`src/rtl/byte_frame_parser.sv`:
```
// byte_frame_parser: hunts for a sync byte, reads a length byte, collects the
// payload into a small FIFO and checks the trailing checksum byte. The payload
// is presented on a valid/ready stream with an end-of-frame tag. Per-frame
// pass/fail pulses and wrapping good/bad frame counters are also provided.
module byte_frame_parser #(
  parameter logic [7:0] SYNC_BYTE = 8'hA5,
  parameter int         MAX_LEN   = 16,
  parameter int         DEPTH     = 16,
  parameter int         CNT_W     = 16
) (
  input  logic             i_clk,
  input  logic             i_reset,
  input  logic             i_valid,
  input  logic [7:0]       i_data,
  output logic             o_valid,
  output logic [7:0]       o_data,
  output logic             o_last,
  input  logic             i_ready,
  output logic             o_frame_ok,
  output logic             o_frame_err,
  output logic             o_overflow,
  output logic [CNT_W-1:0] o_good_cnt,
  output logic [CNT_W-1:0] o_bad_cnt
);

  localparam int             AW        = $clog2(DEPTH);
  localparam logic [AW:0]    FULL_CNT  = (AW+1)'(DEPTH);
  localparam logic [7:0]     MAX_LEN_B = 8'(MAX_LEN);

  typedef enum logic [1:0] {
    S_HUNT = 2'd0,
    S_LEN  = 2'd1,
    S_DATA = 2'd2,
    S_CSUM = 2'd3
  } state_t;

  state_t           r_state;
  state_t           w_state_nxt;

  logic [7:0]       r_remaining;
  logic [7:0]       r_sum;
  logic             r_frame_ovf;

  logic [8:0]       r_mem [DEPTH];
  logic [AW-1:0]    r_wr_ptr;
  logic [AW-1:0]    r_rd_ptr;
  logic [AW:0]      r_count;

  logic             r_frame_ok;
  logic             r_frame_err;
  logic             r_overflow;
  logic [CNT_W-1:0] r_good_cnt;
  logic [CNT_W-1:0] r_bad_cnt;

  logic             w_full;
  logic             w_valid;
  logic             w_push;
  logic             w_pop;
  logic             w_drop;
  logic             w_len_bad;
  logic             w_csum_ok;
  logic             w_csum_bad;

  // Fullness is judged on the count before this cycle, ignoring a same-cycle pop.
  assign w_full  = (r_count == FULL_CNT);
  assign w_valid = (r_count != '0);
  assign w_pop   = w_valid && i_ready;

  // State register.
  always_ff @(posedge i_clk) begin
    if (!i_reset) begin
      r_state <= S_HUNT;
    end else begin
      r_state <= w_state_nxt;
    end
  end

  // Next-state logic and per-byte control strobes; only valid bytes advance.
  always_comb begin
    w_state_nxt = r_state;
    w_push      = 1'b0;
    w_drop      = 1'b0;
    w_len_bad   = 1'b0;
    w_csum_ok   = 1'b0;
    w_csum_bad  = 1'b0;
    case (r_state)
      S_HUNT: begin
        if (i_valid && (i_data == SYNC_BYTE)) begin
          w_state_nxt = S_LEN;
        end else begin
          w_state_nxt = S_HUNT;
        end
      end
      S_LEN: begin
        if (i_valid) begin
          if ((i_data == 8'd0) || (i_data > MAX_LEN_B)) begin
            w_len_bad   = 1'b1;
            w_state_nxt = S_HUNT;
          end else begin
            w_state_nxt = S_DATA;
          end
        end else begin
          w_state_nxt = S_LEN;
        end
      end
      S_DATA: begin
        if (i_valid) begin
          if (w_full) begin
            w_drop = 1'b1;
          end else begin
            w_push = 1'b1;
          end
          if (r_remaining == 8'd1) begin
            w_state_nxt = S_CSUM;
          end else begin
            w_state_nxt = S_DATA;
          end
        end else begin
          w_state_nxt = S_DATA;
        end
      end
      S_CSUM: begin
        if (i_valid) begin
          if ((i_data == r_sum) && !r_frame_ovf) begin
            w_csum_ok = 1'b1;
          end else begin
            w_csum_bad = 1'b1;
          end
          w_state_nxt = S_HUNT;
        end else begin
          w_state_nxt = S_CSUM;
        end
      end
      default: begin
        w_state_nxt = S_HUNT;
      end
    endcase
  end

  // Frame bookkeeping: remaining byte count, running checksum, overflow-in-frame flag.
  always_ff @(posedge i_clk) begin
    if (!i_reset) begin
      r_remaining <= 8'd0;
      r_sum       <= 8'd0;
      r_frame_ovf <= 1'b0;
    end else begin
      if ((r_state == S_LEN) && i_valid) begin
        r_remaining <= i_data;
        r_sum       <= i_data;
      end else if ((r_state == S_DATA) && i_valid) begin
        r_remaining <= r_remaining - 8'd1;
        r_sum       <= r_sum + i_data;
      end else begin
        r_remaining <= r_remaining;
        r_sum       <= r_sum;
      end
      if (w_drop) begin
        r_frame_ovf <= 1'b1;
      end else if (w_csum_ok || w_csum_bad) begin
        r_frame_ovf <= 1'b0;
      end else begin
        r_frame_ovf <= r_frame_ovf;
      end
    end
  end

  // FIFO storage; contents need no reset because the count gates the head.
  always_ff @(posedge i_clk) begin
    if (w_push) begin
      r_mem[r_wr_ptr] <= {(r_remaining == 8'd1), i_data};
    end
  end

  // FIFO pointers and occupancy; a simultaneous push and pop leaves the count unchanged.
  always_ff @(posedge i_clk) begin
    if (!i_reset) begin
      r_wr_ptr <= '0;
      r_rd_ptr <= '0;
      r_count  <= '0;
    end else begin
      if (w_push) begin
        r_wr_ptr <= r_wr_ptr + 1'b1;
      end
      if (w_pop) begin
        r_rd_ptr <= r_rd_ptr + 1'b1;
      end
      case ({w_push, w_pop})
        2'b10:   r_count <= r_count + 1'b1;
        2'b01:   r_count <= r_count - 1'b1;
        default: r_count <= r_count;
      endcase
    end
  end

  // Frame result pulses, sticky overflow and wrapping frame counters.
  always_ff @(posedge i_clk) begin
    if (!i_reset) begin
      r_frame_ok  <= 1'b0;
      r_frame_err <= 1'b0;
      r_overflow  <= 1'b0;
      r_good_cnt  <= '0;
      r_bad_cnt   <= '0;
    end else begin
      r_frame_ok  <= w_csum_ok;
      r_frame_err <= w_len_bad || w_csum_bad;
      r_overflow  <= r_overflow || w_drop;
      if (w_csum_ok) begin
        r_good_cnt <= r_good_cnt + 1'b1;
      end
      if (w_len_bad || w_csum_bad) begin
        r_bad_cnt <= r_bad_cnt + 1'b1;
      end
    end
  end

  assign o_valid     = w_valid;
  assign o_data      = w_valid ? r_mem[r_rd_ptr][7:0] : 8'd0;
  assign o_last      = w_valid ? r_mem[r_rd_ptr][8]   : 1'b0;
  assign o_frame_ok  = r_frame_ok;
  assign o_frame_err = r_frame_err;
  assign o_overflow  = r_overflow;
  assign o_good_cnt  = r_good_cnt;
  assign o_bad_cnt   = r_bad_cnt;

endmodule

```
`config.mk`:
```
export PLATFORM = sky130hd
export DESIGN_NAME = byte_frame_parser
export DESIGN_NICKNAME = d
export VERILOG_FILES = /design/src/rtl/byte_frame_parser.sv
export SDC_FILE = /design/constraint.sdc
export NUM_CORES = 1
export LEC_CHECK = 0
export CORE_MARGIN = 1
export CORE_UTILIZATION = 35
export CTS_CLUSTER_SIZE = 40
export DETAILED_ROUTE_END_ITERATION = 7
export DONT_BUFFER_PORTS = 1
export HOLD_SLACK_MARGIN = 0.12
export PLACE_DENSITY = 0.51
export SETUP_SLACK_MARGIN = 0.05
export SKIP_CTS_REPAIR_TIMING = 1
export SLEW_MARGIN = 5
export SYNTH_ARGS = -nofsm -noshare
export SYNTH_HDL_FRONTEND = slang
export SYNTH_SLANG_ARGS = --single-unit
```
`constraint.sdc`:
```
create_clock -name i_clk -period 3.5 [get_ports i_clk]
set_input_delay 0.35 -clock i_clk [delete_from_list [all_inputs] [get_ports i_clk]]
set_output_delay 0.35 -clock i_clk [all_outputs]
set_load 0.01 [all_outputs]
```
==> results by group <==
Run status
  – Status: complete, but fails checks
  – Failing checks: design-rule violations

Die
  – Die Height: 166 um
  – Initial core utilization: 35.9%
  – Core Area: 26100 sq um
  – Die width: 166 um
  – Die footprint: 27400 sq um
  – Ports: 57
  – FP Rows: 59

Synth
  – Mapped Nets: 716
  – Post-synthesis sequential area ratio: 61.3%
  – Syn_area_per_cell: 13.7 sq um
  – Asr flop ratio synth: 0%
  – Mapped Cells: 683
  – Netlist cell types: 65
  – EDFF count, synth: 144
  – Mapped cell area: 9370 sq um
  – Yosys warns: 0
  – Top_reg_cell synth: edfxtp_1
  – Synth Register Bits: 215

Route
  – DRT iter0 DRCs: 450
  – Final wirelength: 22.1 mm
  – WL per Instance: 21.0 um
  – Vias/cell: 5.42
  – DRC: 18
  – Via count: 5710
  – Antenna Nets Post-Route: 0
  – 1st-pass router iterations: 6

Job
  – Max cap viols: 0

CTS
  – CTS tree: built
  – Clock latency on the worst-skew pair: 0.52 ns
  – Depth of the CTS H-tree: 1
  – Clock buffer depth: 3
  – CTS Sinks: 215
  – CTS Buf Count: 25
  – Reg clk slew, reported paths: 0.06 ns
  – Root Driver: clkbuf_16

Worst setup path
  – Worst Setup End Kind: flip-flop
  – Cell Chain, Critical Path: nor4_2, a21oi_1, buf_4, inv_1, ha_1, xor2_1, ha_1, nand2b_1, a21boi_1, o21a_1, or4_1, a21oi_1
  – Crit path required time: 3.93 ns
  – Worst-path maximum fanout: 9
  – CP arrival: 3.43 ns
  – CP Class: flip-flop to flip-flop
  – Worst path bufs/invs: 2
  – Slowest-stage cell, CP: nor4_2
  – Critical Path Source Type: flip-flop
  – Crit-path leading delay family: simple AND/OR/NAND/NOR gates
  – CP max stage delay: 0.49 ns

Pwr
  – Power Density: 481 nW/um^2
  – Leak: 0.00341 uW
  – Post-layout total power: 5110 uW
  – IR drop worst, VDD: 0.252 mV

Finish
  – Layout fillers: 2446
  – Share of layout cells above drive strength 1: 14.2%
  – # nets final: 731
  – Area Overhead vs Synth: 13.2%

GRT
  – Initial antenna violation count: 3
  – Total global routing overflow: 0
  – First-pass GRT wire length: 33.0 mm
  – Vias in the first global route: 5664
  – Largest net degree at the start of global routing: 56
  – GR Util All Layers: 15.4%

Placed design
  – Port Buffers: 0
  – RePlAce Congestion: 0.734
  – Post-DP HPWL: 13.4 mm

STA
  – Worst slew margin: 28.2%
  – Setup TNS: 0 ns
  – Fmax: 334 MHz
  – Final worst-path cycle share: 85.7%
  – Worst-margin pin slew: 1.07 ns
  – Max Clock Skew: 0.0113 ns
  – Setup violators final: 0
  – Tmin final: 3.00 ns
  – Final Slew Violations: 0
  – Fin. Hold Viols: 0
  – RSZ-0062 raised after global routing: false

Min path
  – Worst min path class: input port to flip-flop
-- cell families after synthesis --
| kind of cell | share of synthesized area (%) |
|---|---|
| simple gates | 12.3 |
| flops | 61.3 |
| compound gates | 6.18 |
| mux | 12.5 |
| buf+inv | 2.26 |
| xor+xnor | 2.52 |
| fa+ha+maj | 2.88 |
-- cell type report --
class                           count  area [sq um]  share of cell area [%]
Antenna cell                        1          2.50                  0.0236
Timing Repair Buffer               25           235                    2.22
Clock buffer                       32           662                    6.24
Sequential cell                   215          5750                    54.2
Multi-Input combinational cell    417          3420                    32.2
Tap cell                          335           419                    3.95
Inverter                           14          52.6                   0.495
Clock inverter                     14          73.8                   0.696
-- per-stage QoR --
step,utilization [%],hold slack (ns),area [sq um],setup WS (ns),std cells
final,40.6,0.131,10600,0.502,1053
after global routing,40.6,0.149,10600,0.318,1052
after CTS,40.2,-0.0930,10500,0.504,1042
after detailed placement,37.4,0.451,9760,0.528,996
after global placement,37.4,0.446,9760,0.628,996
after floorplan,-,0.440,9370,0.514,683
-- synthesized netlist by cell type (3+ instances only) --
cell | instances | area [sq um]
nand3_1 | 17 | 85.1
buf_2 | 4 | 20.0
inv_1 | 13 | 48.8
nor2b_1 | 3 | 18.8
a21boi_1 | 4 | 30.0
mux4_2 | 45 | 1010
o211ai_1 | 3 | 22.5
nand2b_1 | 20 | 125
xor2_1 | 20 | 175
a221oi_1 | 4 | 35.0
edfxtp_1 | 144 | 4320
nor2_1 | 60 | 225
buf_4 | 4 | 30.0
nor4_1 | 5 | 31.3
nand4_1 | 14 | 87.6
o21ai_0 | 10 | 50.1
ha_1 | 20 | 250
a31oi_1 | 4 | 25.0
a21o_1 | 4 | 30.0
nor3_1 | 18 | 90.1
or3b_1 | 3 | 26.3
a21oi_1 | 29 | 145
buf_1 | 4 | 15.0
a211oi_1 | 4 | 30.0
mux2i_1 | 16 | 160
nand2_1 | 43 | 161
and3b_1 | 3 | 26.3
clkbuf_1 | 25 | 93.8
and3_1 | 4 | 25.0
nand3b_1 | 3 | 22.5
o21a_1 | 4 | 30.0
and2_1 | 12 | 75.1
a22oi_1 | 4 | 30.0
xnor2_1 | 7 | 61.3
dfxtp_1 | 71 | 1420
-- per-layer routing --
layer	vias to the layer above	global-route usage (%)	wire (um)
met3	30	3.32	1250
met2	152	26.4	10900
met1	2896	20.2	9520
li1	2632	-	-
met5	-	0	0
met4	0	3.17	359
-- flip-flops by register name (all words and copies together), names as in the netlist, named ones only --
name / count
r_mem: 144
o_bad_cnt: 16
o_good_cnt: 16
r_remaining: 8
r_sum: 8
r_count: 5
r_rd_ptr: 4
r_wr_ptr: 4
r_state: 2
o_frame_err: 1
o_frame_ok: 1
o_overflow: 1
r_frame_ovf: 1
-- power by group --
group | internal (uW) | total, uW | switching, uW
Sequential | 2700 | 2700 | 0.154
Clock | 1330 | 2330 | 994
Combinational | 20.4 | 76.1 | 55.7
-- cells in the final DEF, fill, tap and decap left out, types with 5 or more instances in the layout --
| master | count |
|---|---|
| xor2_1 | 20 |
| clkinv_1 | 7 |
| clkbuf_16 | 25 |
| nand4_1 | 14 |
| inv_1 | 13 |
| nor3_1 | 18 |
| a21oi_1 | 29 |
| dfxtp_1 | 70 |
| nand3_1 | 17 |
| clkbuf_1 | 6 |
| xnor2_1 | 7 |
| o21ai_0 | 10 |
| nand2b_1 | 20 |
| mux2i_1 | 16 |
| buf_4 | 14 |
| nor4_1 | 5 |
| and2_1 | 12 |
| edfxtp_1 | 144 |
| mux4_2 | 45 |
| nor2_1 | 60 |
| nand2_1 | 43 |
| dlygate4sd3_1 | 9 |
| ha_1 | 20 |
-- worst paths after layout --
path | endpoint | slack [ns] | cells past startpoint | startpoint
setup reg to reg | r_count[4]$_SDFFE_PN0P_ | 0.50 | 12 | r_count[1]$_SDFFE_PN0P_
setup / recovery | r_count[4]$_SDFFE_PN0P_ | 0.50 | 12 | r_count[1]$_SDFFE_PN0P_
hold / removal | r_sum[6]$_SDFFE_PN0P_ | 0.13 | 3 | i_data[6]
hold reg to reg | r_sum[0]$_SDFFE_PN0P_ | 0.47 | 2 | r_sum[0]$_SDFFE_PN0P_
-- worst reg2reg max path, delay by kind of cell, from the launching register on --
family | cells | cell delay [ns]
AND/OR/NAND/NOR | 3 | 1.03
adder cells (fa/ha/maj) | 2 | 0.57
AO/OA/AOI/OAI | 4 | 0.53
flip-flops | 1 | 0.39
buffers and inverters | 2 | 0.26
XOR/XNOR | 1 | 0.13
Note: power is estimated with default switching activity, not from simulation.
